==> src/rtl/uart_frame_sequencer.sv <==
// Purpose: gathers UART characters into a coprocessor input frame, issues it, waits
//          (bounded) for the result, then streams the result bytes to the UART transmitter.
// Latency: cp_din_valid one cycle after the last rx_valid; tx_send one cycle after result capture.
// Backpressure: tx_busy stalls byte sends; rx_valid outside COLLECT is dropped and flagged.
//
// Ports:
//   clk, rst                    single clock, synchronous active-high reset
//   rx_byte / rx_valid          received character strobe
//   cp_din / cp_din_valid       assembled frame and its one-cycle issue pulse
//   cp_dout / cp_dout_valid     coprocessor result and its one-cycle pulse
//   tx_byte / tx_send / tx_busy transmitter byte, trigger and busy status
//   manual_req                  level request; a rising edge while idle replays the last result
//   busy, timeout_err, rx_overrun   status (error flags are sticky until reset)
module uart_frame_sequencer #(
    parameter int DBITS     = 8,
    parameter int FRAME_IN  = 4,
    parameter int FRAME_OUT = 4,
    parameter int TIMEOUT   = 1_000_000
) (
    input  logic                       clk,
    input  logic                       rst,
    input  logic [DBITS-1:0]           rx_byte,
    input  logic                       rx_valid,
    output logic [FRAME_IN*DBITS-1:0]  cp_din,
    output logic                       cp_din_valid,
    input  logic [FRAME_OUT*DBITS-1:0] cp_dout,
    input  logic                       cp_dout_valid,
    output logic [DBITS-1:0]           tx_byte,
    output logic                       tx_send,
    input  logic                       tx_busy,
    input  logic                       manual_req,
    output logic                       busy,
    output logic                       timeout_err,
    output logic                       rx_overrun
);

    localparam int IDX_W = $clog2(FRAME_IN + 1);
    localparam int K_W   = $clog2(FRAME_OUT + 1);
    localparam int T_W   = $clog2(TIMEOUT + 1);

    localparam logic [IDX_W-1:0] IDX_LAST     = IDX_W'(FRAME_IN - 1);
    localparam logic [K_W-1:0]   K_LAST       = K_W'(FRAME_OUT - 1);
    localparam logic [T_W-1:0]   T_LAST       = T_W'(TIMEOUT - 1);
    localparam logic [1:0]       GUARD_CYCLES = 2'd2;

    typedef enum logic [2:0] {
        COLLECT,
        ISSUE,
        WAIT_RESULT,
        TX_LOAD,
        TX_WAIT
    } state_t;

    state_t                       state;
    logic [IDX_W-1:0]             idx;
    logic [K_W-1:0]               k;
    logic [T_W-1:0]               tcnt;
    logic [1:0]                   guard;
    logic [FRAME_OUT*DBITS-1:0]   result;
    logic                         manual_q;
    logic                         manual_edge;

    assign manual_edge = manual_req && !manual_q;

    always_ff @(posedge clk) begin
        // Edge detector history is deliberately kept out of reset so a request
        // held high across reset does not look like a fresh edge afterwards.
        manual_q <= manual_req;

        if (rst) begin
            state        <= COLLECT;
            idx          <= '0;
            k            <= '0;
            tcnt         <= '0;
            guard        <= '0;
            result       <= '0;
            cp_din       <= '0;
            cp_din_valid <= 1'b0;
            tx_byte      <= '0;
            tx_send      <= 1'b0;
            busy         <= 1'b0;
            timeout_err  <= 1'b0;
            rx_overrun   <= 1'b0;
        end else begin
            cp_din_valid <= 1'b0;
            tx_send      <= 1'b0;

            if (rx_valid && state != COLLECT) begin
                rx_overrun <= 1'b1;
            end

            case (state)
                COLLECT: begin
                    // rx_valid takes priority: a coincident manual edge is dropped.
                    if (rx_valid) begin
                        for (int i = 0; i < FRAME_IN; i++) begin
                            if (idx == IDX_W'(i)) begin
                                cp_din[i*DBITS +: DBITS] <= rx_byte;
                            end
                        end
                        if (idx == IDX_LAST) begin
                            idx          <= '0;
                            state        <= ISSUE;
                            cp_din_valid <= 1'b1;
                            busy         <= 1'b1;
                        end else begin
                            idx <= idx + 1'b1;
                        end
                    end else if (manual_edge && idx == '0) begin
                        k     <= '0;
                        state <= TX_LOAD;
                        busy  <= 1'b1;
                    end
                end

                ISSUE: begin
                    tcnt  <= '0;
                    state <= WAIT_RESULT;
                end

                WAIT_RESULT: begin
                    // A result arriving on the expiry cycle still counts.
                    if (cp_dout_valid) begin
                        result <= cp_dout;
                        k      <= '0;
                        state  <= TX_LOAD;
                    end else if (tcnt == T_LAST) begin
                        timeout_err <= 1'b1;
                        idx         <= '0;
                        state       <= COLLECT;
                        busy        <= 1'b0;
                    end else begin
                        tcnt <= tcnt + 1'b1;
                    end
                end

                TX_LOAD: begin
                    if (!tx_busy) begin
                        for (int j = 0; j < FRAME_OUT; j++) begin
                            if (k == K_W'(j)) begin
                                tx_byte <= result[j*DBITS +: DBITS];
                            end
                        end
                        tx_send <= 1'b1;
                        guard   <= '0;
                        state   <= TX_WAIT;
                    end
                end

                TX_WAIT: begin
                    // Guard cycles give the transmitter time to raise tx_busy
                    // before its level is trusted.
                    if (guard != GUARD_CYCLES) begin
                        guard <= guard + 1'b1;
                    end else if (!tx_busy) begin
                        if (k == K_LAST) begin
                            idx   <= '0;
                            state <= COLLECT;
                            busy  <= 1'b0;
                        end else begin
                            k     <= k + 1'b1;
                            state <= TX_LOAD;
                        end
                    end
                end

                default: begin
                    idx   <= '0;
                    state <= COLLECT;
                    busy  <= 1'b0;
                end
            endcase
        end
    end

endmodule

==> config.mk <==
export PLATFORM = sky130hd
export DESIGN_NAME = uart_frame_sequencer
export DESIGN_NICKNAME = d
export VERILOG_FILES = /design/src/rtl/uart_frame_sequencer.sv
export SDC_FILE = /design/constraint.sdc
export NUM_CORES = 1
export LEC_CHECK = 0
export CAP_MARGIN = 40
export CORE_ASPECT_RATIO = 2
export CORE_MARGIN = 4
export CORE_UTILIZATION = 30
export CTS_CLUSTER_DIAMETER = 50
export CTS_CLUSTER_SIZE = 10
export DETAILED_ROUTE_END_ITERATION = 12
export GPL_ROUTABILITY_DRIVEN = 0
export PLACE_DENSITY = 0.49
export REMOVE_ABC_BUFFERS = 1
export SLEW_MARGIN = 25
export SYNTH_ARGS = -nofsm -noshare
export SYNTH_HDL_FRONTEND = slang
export SYNTH_SLANG_ARGS = --single-unit
export TNS_END_PERCENT = 1
==> constraint.sdc <==
create_clock -name clk -period 3.97 [get_ports clk]
set_input_delay 0.5955 -clock clk [delete_from_list [all_inputs] [get_ports clk]]
set_output_delay 0.5955 -clock clk [all_outputs]
set_load 0.02 [all_outputs]
Yosys cells after proc, flatten, opt, wreduce, memory -nomap -nowiden
Cells that the tools add are included.
W data, S select, Z words.
{ "op_classes": {"shift": 0, "n_lt_le_gt_ge": 0, "add_sub_neg": 4, "div_mod_pow": 0, "muxes": 45, "mul": 0, "bitwise_logic": 6, "n_eq_ne": 28, "n_reduce_logical": 28} }
{ "ops": {"columns": ["op", "n"], "rows": [
  ["$mux W3", 20],
  ["$mux W20", 2],
  ["$pmux W20 S2", 1],
  ["$mux W8", 4],
  ["$ne A2 B2 Y1 const B", 14],
  ["$reduce_and A3 Y1", 8],
  ["$add A20 B1 Y20 const B", 1],
  ["$eq A20 B20 Y1 const B", 1],
  ["$eq A3 B2 Y1 const B", 6],
  ["$pmux W3 S5", 1],
  ["$reduce_and A7 Y1", 2],
  ["$pmux W3 S4", 1],
  ["$mux W1", 10],
  ["$eq A3 B1 Y1 const B", 3],
  ["$logic_not A3 Y1", 3],
  ["$ne A3 B3 Y1 const B", 3],
  ["$pmux W3 S3", 1],
  ["$reduce_and A8 Y1", 1],
  ["$add A3 B1 Y3 const B", 2],
  ["$mux W2", 3],
  ["$not A1 Y1", 6],
  ["$reduce_and A6 Y1", 1],
  ["$reduce_bool A3 Y1", 2],
  ["$pmux W1 S4", 1],
  ["10 further kinds", 14]
]} }
{ "word_totals": {"memories": 0, "reg_bits": 109, "rom_bits": 0, "input_bits": 46, "ram_bits": 0, "latchBits": 0} }

Longest topological paths before layout
Gate-level depths: netlist of the first run.
{ "logic_depth": {"word_depth": 6, "mapped_depth": 8, "mapped_depth_nobuf": 7} }

Worst setup path after synthesis of the first run
Ideal clock, no wire load.
{ "synth_timing": {"path_type": "reg2reg", "from": "register k[0]", "to": "register idx[1]", "t_arrival_ns": 1.764, "required_time_ns": 3.879, "path_stages_with_launch": 8, "setup_ns": 0.091, "slack_ns": 2.115, "path_cell_list": "dfxtp_1 > ha_1 > ha_1 > or3b_1 > a21oi_1 > nor3_1 > and2_1 > a311oi_1"} }
{ "synth_via": {"elab_chain_cells": 3} }
{ "synth_lines": {"columns": ["item", "line", "rtl"], "rows": [
  ["from (decl)", "56", "logic [K_W-1:0] k;"],
  ["from (signal assigned)", "161", "k <= k + 1'b1;"],
  ["$eq A3 B2 Y1", "156", "if (k == K_LAST) begin"],
  ["$ne A2 B2 Y1 (no line)", null, null],
  ["$reduce_and A7 Y1 (no line)", null, null],
  ["to (signal assigned)", "107", "idx <= idx + 1'b1;"],
  ["to (decl)", "55", "logic [IDX_W-1:0] idx;"]
]} }
Every way passes these cells.
A chain may end at the register's enable or synchronous reset.

Worst setup path in the final report of the first run
Ends and elaborated chain as after synthesis.

==> results.md, run 1 <==
- Power per cell area: 396 nW/um^2
- Fillers: 1615
- Diodes inserted: 0
- Num rows: 66
- Max cap viols: 0
- Critical R2R Capture: idx[1]
- CP max FO: 13
- Clock sink total: 109
- Worst Setup Start Kind: register
- DP Cell Count: 858
- Unrepaired setup endpoints after global routing: false
- Min cycle time layout: 2.44 ns
- Crit. End Element: register
- DR iter-0 viols: 189
- Yosys reg bits: 109
- Tightest Pin Transition: 0.777 ns
- VDD IR max: 0.000237 V
- Initial antenna violation count: 0
- ANT nets after route: 0
- Sequential share of power: 47.0%
- I/O Pins: 91
- Slew headroom: 48.1%
- FF-to-FF Start: k[0]
- CP startpoint: k[0]
- Die Span X: 99.1 microns
- GRT Overall Usage: 15.2%
- Post-Layout Cell Count: 874
- FMAX: 409 MHz
- Detailed Place HPWL: 10.6 mm
- TritonRoute pass-1 iters: 5
- Leading area contributor after synthesis: dfxtp_1
- CP endpoint: idx[1]
- Power Total: 2500 uW
- Clock Path Buffers: 2
- H-tree depth: 3
- Hold Path Class: reg2reg
- Worst R2R Path Depth: 7
- Clock share of power: 37.2%
- Period utilisation layout: 61.5%
- Pin count of the biggest net entering global routing: 49
- Vias: 4443
- Switching pwr: 749 uW
- WL/cell: 16.1 microns
- Register area share after synthesis: 43.8%
- Fin util: 38.8%
- Highest-count cells in the layout ignoring fill and taps: 119 x nand2_1, 109 x dfxtp_1, 94 x a21oi_1, 89 x clkdlybuf4s50_1, 43 x nand3_1
- Vias in the first global route: 4394
- Mean Syn Cell Area: 8.32 sq um
- Critical Path RT: 4.25 ns
- Final slew viol count: 0
- Port buffer count: 90
- Logic pwr share: 15.8%
- R2r setup slk: 1.53 ns
- Clock latency on the worst-skew pair: 0.37 ns
- Critical path arrival: 2.73 ns
- Cts repair resizes: 0
- Final wirelength: 14.1 mm
- Internal power: 1750 uW
- Starting Density: 30.6%
- Top_reg_cell synth: dfxtp_1
- Synth Cell Area: 4980 sq um
- CTS Buf Count: 9
- Hold Vio Cnt, Final: 0
- Post-CTS Setup Bufs: 0
- Area grow syn2layout: 26.6%
- Clk pin slew, worst setup/hold paths: 0.09 ns
- Clk_skew: 0.0155 ns
- Hold_buf cts: 0
- Core Area: 16300 sq um
- Drt drc: 0
- CTS tree: yes
- Final setup viols: 0
- Nets: 722
- Status: finished, final reports clean
- Leakage: 0.00213 uW
- CTS root buffer: clkbuf_16
- Synth Instances: 599
- Die area: 18900 sq um
- Share of post-route cells with drive strength above 1: 5.67%
- Final TNS setup: 0 ns
- Top cells by area, synth: dfxtp_1 44%, a21oi_1 9.4%, nand2_1 9.0%
- Syn. warnings: 0
- Total global routing overflow: 0
- Post-synth top area share: 43.8%
- Number of enable flip-flop cells after synthesis: 0
- WS Path Type: reg2reg
- Sw Share: 29.9%
- First-pass GRT wire length: 22.8 mm
- Async set-reset flop share out of synthesis: 0%
- Die Ht: 190 microns
- DR vias/cell: 5.08
- Post-synth cell types: 56
- Most common cell after layout, fill and taps aside: nand2_1
kinds of logic after synthesis:
kind of cell | after synthesis | share of synthesized area, %
fa+ha+maj | 11 | 2.76
flops | 109 | 43.8
buf+inv | 54 | 5.02
mux | 36 | 7.23
simple gates | 256 | 25.5
compound gates | 133 | 15.6
worst max-delay path: stages (launching register included):
cell	delay, ns
dfxtp_1	0.35
ha_1	0.22
ha_1	0.44
or3b_1	0.45
a21oi_1	0.33
nor3_1	0.11
and2_1	0.21
a311oi_1	0.26
area by class of cell:
type                       instances  area (sq um)  area share [%]
clock buffer                       9           225            3.57
clock inverter                     7          83.8            1.33
inverter                          11          41.3           0.655
multi-input combinational        436          2550            40.4
sequential                       109          2180            34.6
tap                              204           255            4.05
timing repair buffer              98           968            15.4
worst min path at each step:
stage	slack [ns]	cells after the start	end	start
floorplan	0.43	2	result[0]	result[0]
global placement	0.44	2	result[5]	result[5]
detailed placement	0.45	2	result[19]	result[19]
CTS	0.46	2	result[19]	result[19]
global route	0.47	2	result[15]	result[15]
finish	0.46	2	result[14]	result[14]
registers in the layout (all words and copies together), names as in the netlist, 2 cells and up:
signal and flops:
cp_din 32, guard 2, idx 3, k 3, result 32, state 3, tcnt 20, tx_byte 8
routing by layer:
| layer | track usage, % | vias up | part of all wire [%] | wire length, microns |
|---|---|---|---|---|
| met4 | 6.94 | 0 | 2.8 | 388 |
| met1 | 15.9 | 2085 | 38 | 5320 |
| met2 | 28.7 | 101 | 55 | 7760 |
| li1 | - | 2236 | - | - |
| met3 | 2.71 | 21 | 4.4 | 619 |
| met5 | 0 | - | 0 | 0 |
metrics by stage:
step / hold slack [ns] / instance area, sq um / setup slack [ns]
6_report: 0.455 / 6310 / 1.53
3_5_place_dp: 0.448 / 6000 / 1.18
2_1_floorplan: 0.430 / 4770 / 1.71
3_3_place_gp: 0.442 / 5970 / 1.33
4_1_cts: 0.459 / 6310 / 1.48
5_1_grt: 0.469 / 6310 / 1.35
synthesized netlist by cell type (all sizes together) (2+ instances only):
| library cell | instances |
|---|---|
| a2111o | 3 |
| a21oi | 95 |
| a31oi | 2 |
| and2 | 2 |
| and3 | 9 |
| and4 | 2 |
| buf | 15 |
| clkbuf | 28 |
| dfxtp | 109 |
| ha | 11 |
| inv | 11 |
| mux2i | 36 |
| nand2 | 119 |
| nand2b | 5 |
| nand3 | 43 |
| nand3b | 3 |
| nand4 | 6 |
| nor2 | 27 |
| nor2b | 4 |
| nor3 | 5 |
| nor4 | 3 |
| nor4b | 2 |
| o2111ai | 2 |
| o21a | 2 |
| o21ai | 11 |
| o31ai | 9 |
| or3 | 8 |
| or3b | 2 |
| or4 | 10 |
power by group through the flow:
stage | sequential (uW) | combinational, uW | clock (uW)
final | 1180 | 394 | 931
after global routing | 1180 | 436 | 1010
after CTS | 1180 | 401 | 964
after detailed placement | 1200 | 400 | 0
after global placement | 1200 | 391 | 0
after floorplan | 1220 | 190 | 0
Power figures use the tool's default switching activity.
==> inputs of run 2 (changes only) <==
==> constraint.sdc (replaced) <==
create_clock -name clk -period 2.5 [get_ports clk]
set_input_delay 0.375 -clock clk [delete_from_list [all_inputs] [get_ports clk]]
set_output_delay 0.375 -clock clk [all_outputs]
set_load 0.02 [all_outputs]
==> run 2 against run 1 <==
Fmax increased by 15%. Total power increased by 61%. Hold slack got worse by 0.086 ns. Clock skew increased by 0.0011 ns. Largest cell class unchanged. Sequential cell count unchanged. Non-clock buffer count increased by 10. Final area increased by 1.2%. Critical path type unchanged.
==> results.md, run 2 (synthesis gave the netlist of run 1 again) <==
- Vias: 4489 (+1.0%)
- Leakage: 0.00219 uW (+2.6%)
- Hold Vio Cnt, Final: 0 (unchanged)
- CTS root buffer: clkbuf_16
- DP Cell Count: 868 (+1.2%)
- WS Path Type: reg2reg
- Vias in the first global route: 4529 (+3.1%)
- Post-CTS Setup Bufs: 0 (unchanged)
- Clk pin slew, worst setup/hold paths: 0.09 ns (about the same)
- Max cap viols: 0 (unchanged)
- Clk_skew: 0.0167 ns (+0.00111 ns)
- Detailed Place HPWL: 10.8 mm (+1.7%)
- Internal power: 2870 uW (+64%)
- Final wirelength: 14.0 mm (-0.26%)
- Worst Setup Start Kind: register
- GRT Overall Usage: 15.2% (about the same)
- WL/cell: 15.9 microns (-1.4%)
- Cell area after placement: 6070 sq um (+1.2%)
- Crit. End Element: register
- Total global routing overflow: 0 (unchanged)
- Most common cell after layout, fill and taps aside: nand2_1
- Logic pwr share: 16.3% (+0.5 points)
- VDD IR max: 0.000408 V (+72%)
- Starting Density: 30.6% (unchanged)
- Critical path arrival: 2.40 ns (-0.33 ns)
- Power Total: 4020 uW (+61%)
- Period utilisation layout: 85.3% (+24 points)
- Area grow syn2layout: 28.2%
- Diodes inserted: 0 (unchanged)
- Pin count of the biggest net entering global routing: 85 (+73%)
- Sw Share: 28.6% (-1.4 points)
- ANT nets after route: 0 (unchanged)
- CTS Buf Count: 9 (unchanged)
- Slew headroom: 54.2% (+6.0 points)
- Num rows: 66 (unchanged)
- Hold Path Class: in2reg
- First-pass GRT wire length: 22.7 mm (about the same)
- Final slew viol count: 0 (unchanged)
- Clock Path Buffers: 2 (unchanged)
- Most used cell, CP: ha_1
- Final setup viols: 0 (unchanged)
- Die area: 18900 sq um (unchanged)
- Critical path's slowest cell: or3b_1
- Post-Layout Cell Count: 884 (+1.1%)
- Switching pwr: 1150 uW (+53%)
- Power per cell area: 630 nW/um^2 (+59%)
- Sequential share of power: 46.2% (-0.8 points)
- Registers with the most flip-flops: cp_din x32, result x32, tcnt x20
- Die Span X: 99.1 microns (unchanged)
- DR iter-0 viols: 209 (+11%)
- TritonRoute pass-1 iters: 4 (-1)
- Cts repair resizes: 0 (unchanged)
- Post-Layout Inst Area: 6390 sq um (+1.2%)
- Clock share of power: 37.6% (+0.4 points)
- Unrepaired setup endpoints after global routing: false
- Core Area: 16300 sq um (unchanged)
- Critical Path RT: 2.77 ns (-1.48 ns)
- Port buffer count: 90 (unchanged)
- Status: finished, final reports clean
- Highest-count cells in the layout ignoring fill and taps: 119 x nand2_1, 109 x dfxtp_1, 94 x a21oi_1, 89 x clkdlybuf4s50_1, 43 x nand3_1
- Initial antenna violation count: 0 (unchanged)
- Final TNS setup: 0 ns (unchanged)
- CP peak stage delay: 0.37 ns (-0.08 ns)
- Clock latency on the worst-skew pair: 0.36 ns (about the same)
- CTS tree: yes
- Drt drc: 0 (unchanged)
- Tightest Pin Transition: 0.687 ns (-0.0901 ns)
- Min cycle time layout: 2.13 ns (-0.310 ns)
- Nets: 732 (+1.4%)
- DR vias/cell: 5.08 (-0.11%)
- Die Ht: 190 microns (unchanged)
- CP max FO: 7 (-6)
- Hold_buf cts: 0 (unchanged)
- H-tree depth: 3 (unchanged)
- Clock sink total: 109 (unchanged)
- FMAX: 469 MHz (+15%)
- Crit-path cells: ha_1 > ha_1 > or3b_1 > a21oi_1 > nor3_1 > and2_1 > a311oi_1
- I/O Pins: 91 (unchanged)
- Share of post-route cells with drive strength above 1: 6.91% (+1.2 points)
## run 2: cell types whose count changed in the layout (fill, tap and decap cells not counted), sizes merged
cell	change
buf	+10
bufinv	+1
inv	-1
## run 2: final timing paths
path / from / end / slack (ns) / depth (start not counted)
max: k[0] / idx[1] / 0.37 / 7
min: rst / cp_din[24] / 0.37 / 2
max reg2reg: k[0] / idx[1] / 0.37 / 7
min reg2reg: result[10] / result[10] / 0.46 / 2
## run 2: worst max-delay path: cells and delay by family (launching register included)
kind | cells | cell delay [ns]
AND/OR/NAND/NOR | 3 | 0.67
AO/OA/AOI/OAI | 2 | 0.55
adder cells (fa/ha/maj) | 2 | 0.47
flip-flops | 1 | 0.35
## run 2: metrics by stage
step | hold WS [ns] | setup slack, ns | utilization [%]
finish | 0.370 | 0.367 | 39.3
global route | 0.364 | 0.103 | 39.3
CTS | 0.359 | 0.337 | 39.3
detailed placement | 0.446 | 0.168 | 37.3
global placement | 0.443 | 0.263 | 37.3
floorplan | 0.403 | 0.255 | -
## run 2: metal layers
metal  wire length, microns  track usage [%]
met5                      0                0
met4                    464             7.31
met3                    646             3.59
met2                   7950             29.3
met1                   4990             14.6
## run 2: power groups by stage
stage,logic [uW],registers (uW),clock network (uW)
2_1_floorplan,301,1930,0
3_3_place_gp,654,1900,0
3_5_place_dp,661,1900,0
4_1_cts,663,1860,1570
5_1_grt,725,1870,1630
6_report,655,1860,1510
## run 2: final cells by class
cell class	instances	area [sq um]
multi-input cells	436	2550
repair buffers	108	1040
flip-flops and latches	109	2180
clock buffers	9	225
fillers	1668	9880
inverters	11	41.3
clock inverters	7	90.1
well taps	204	255
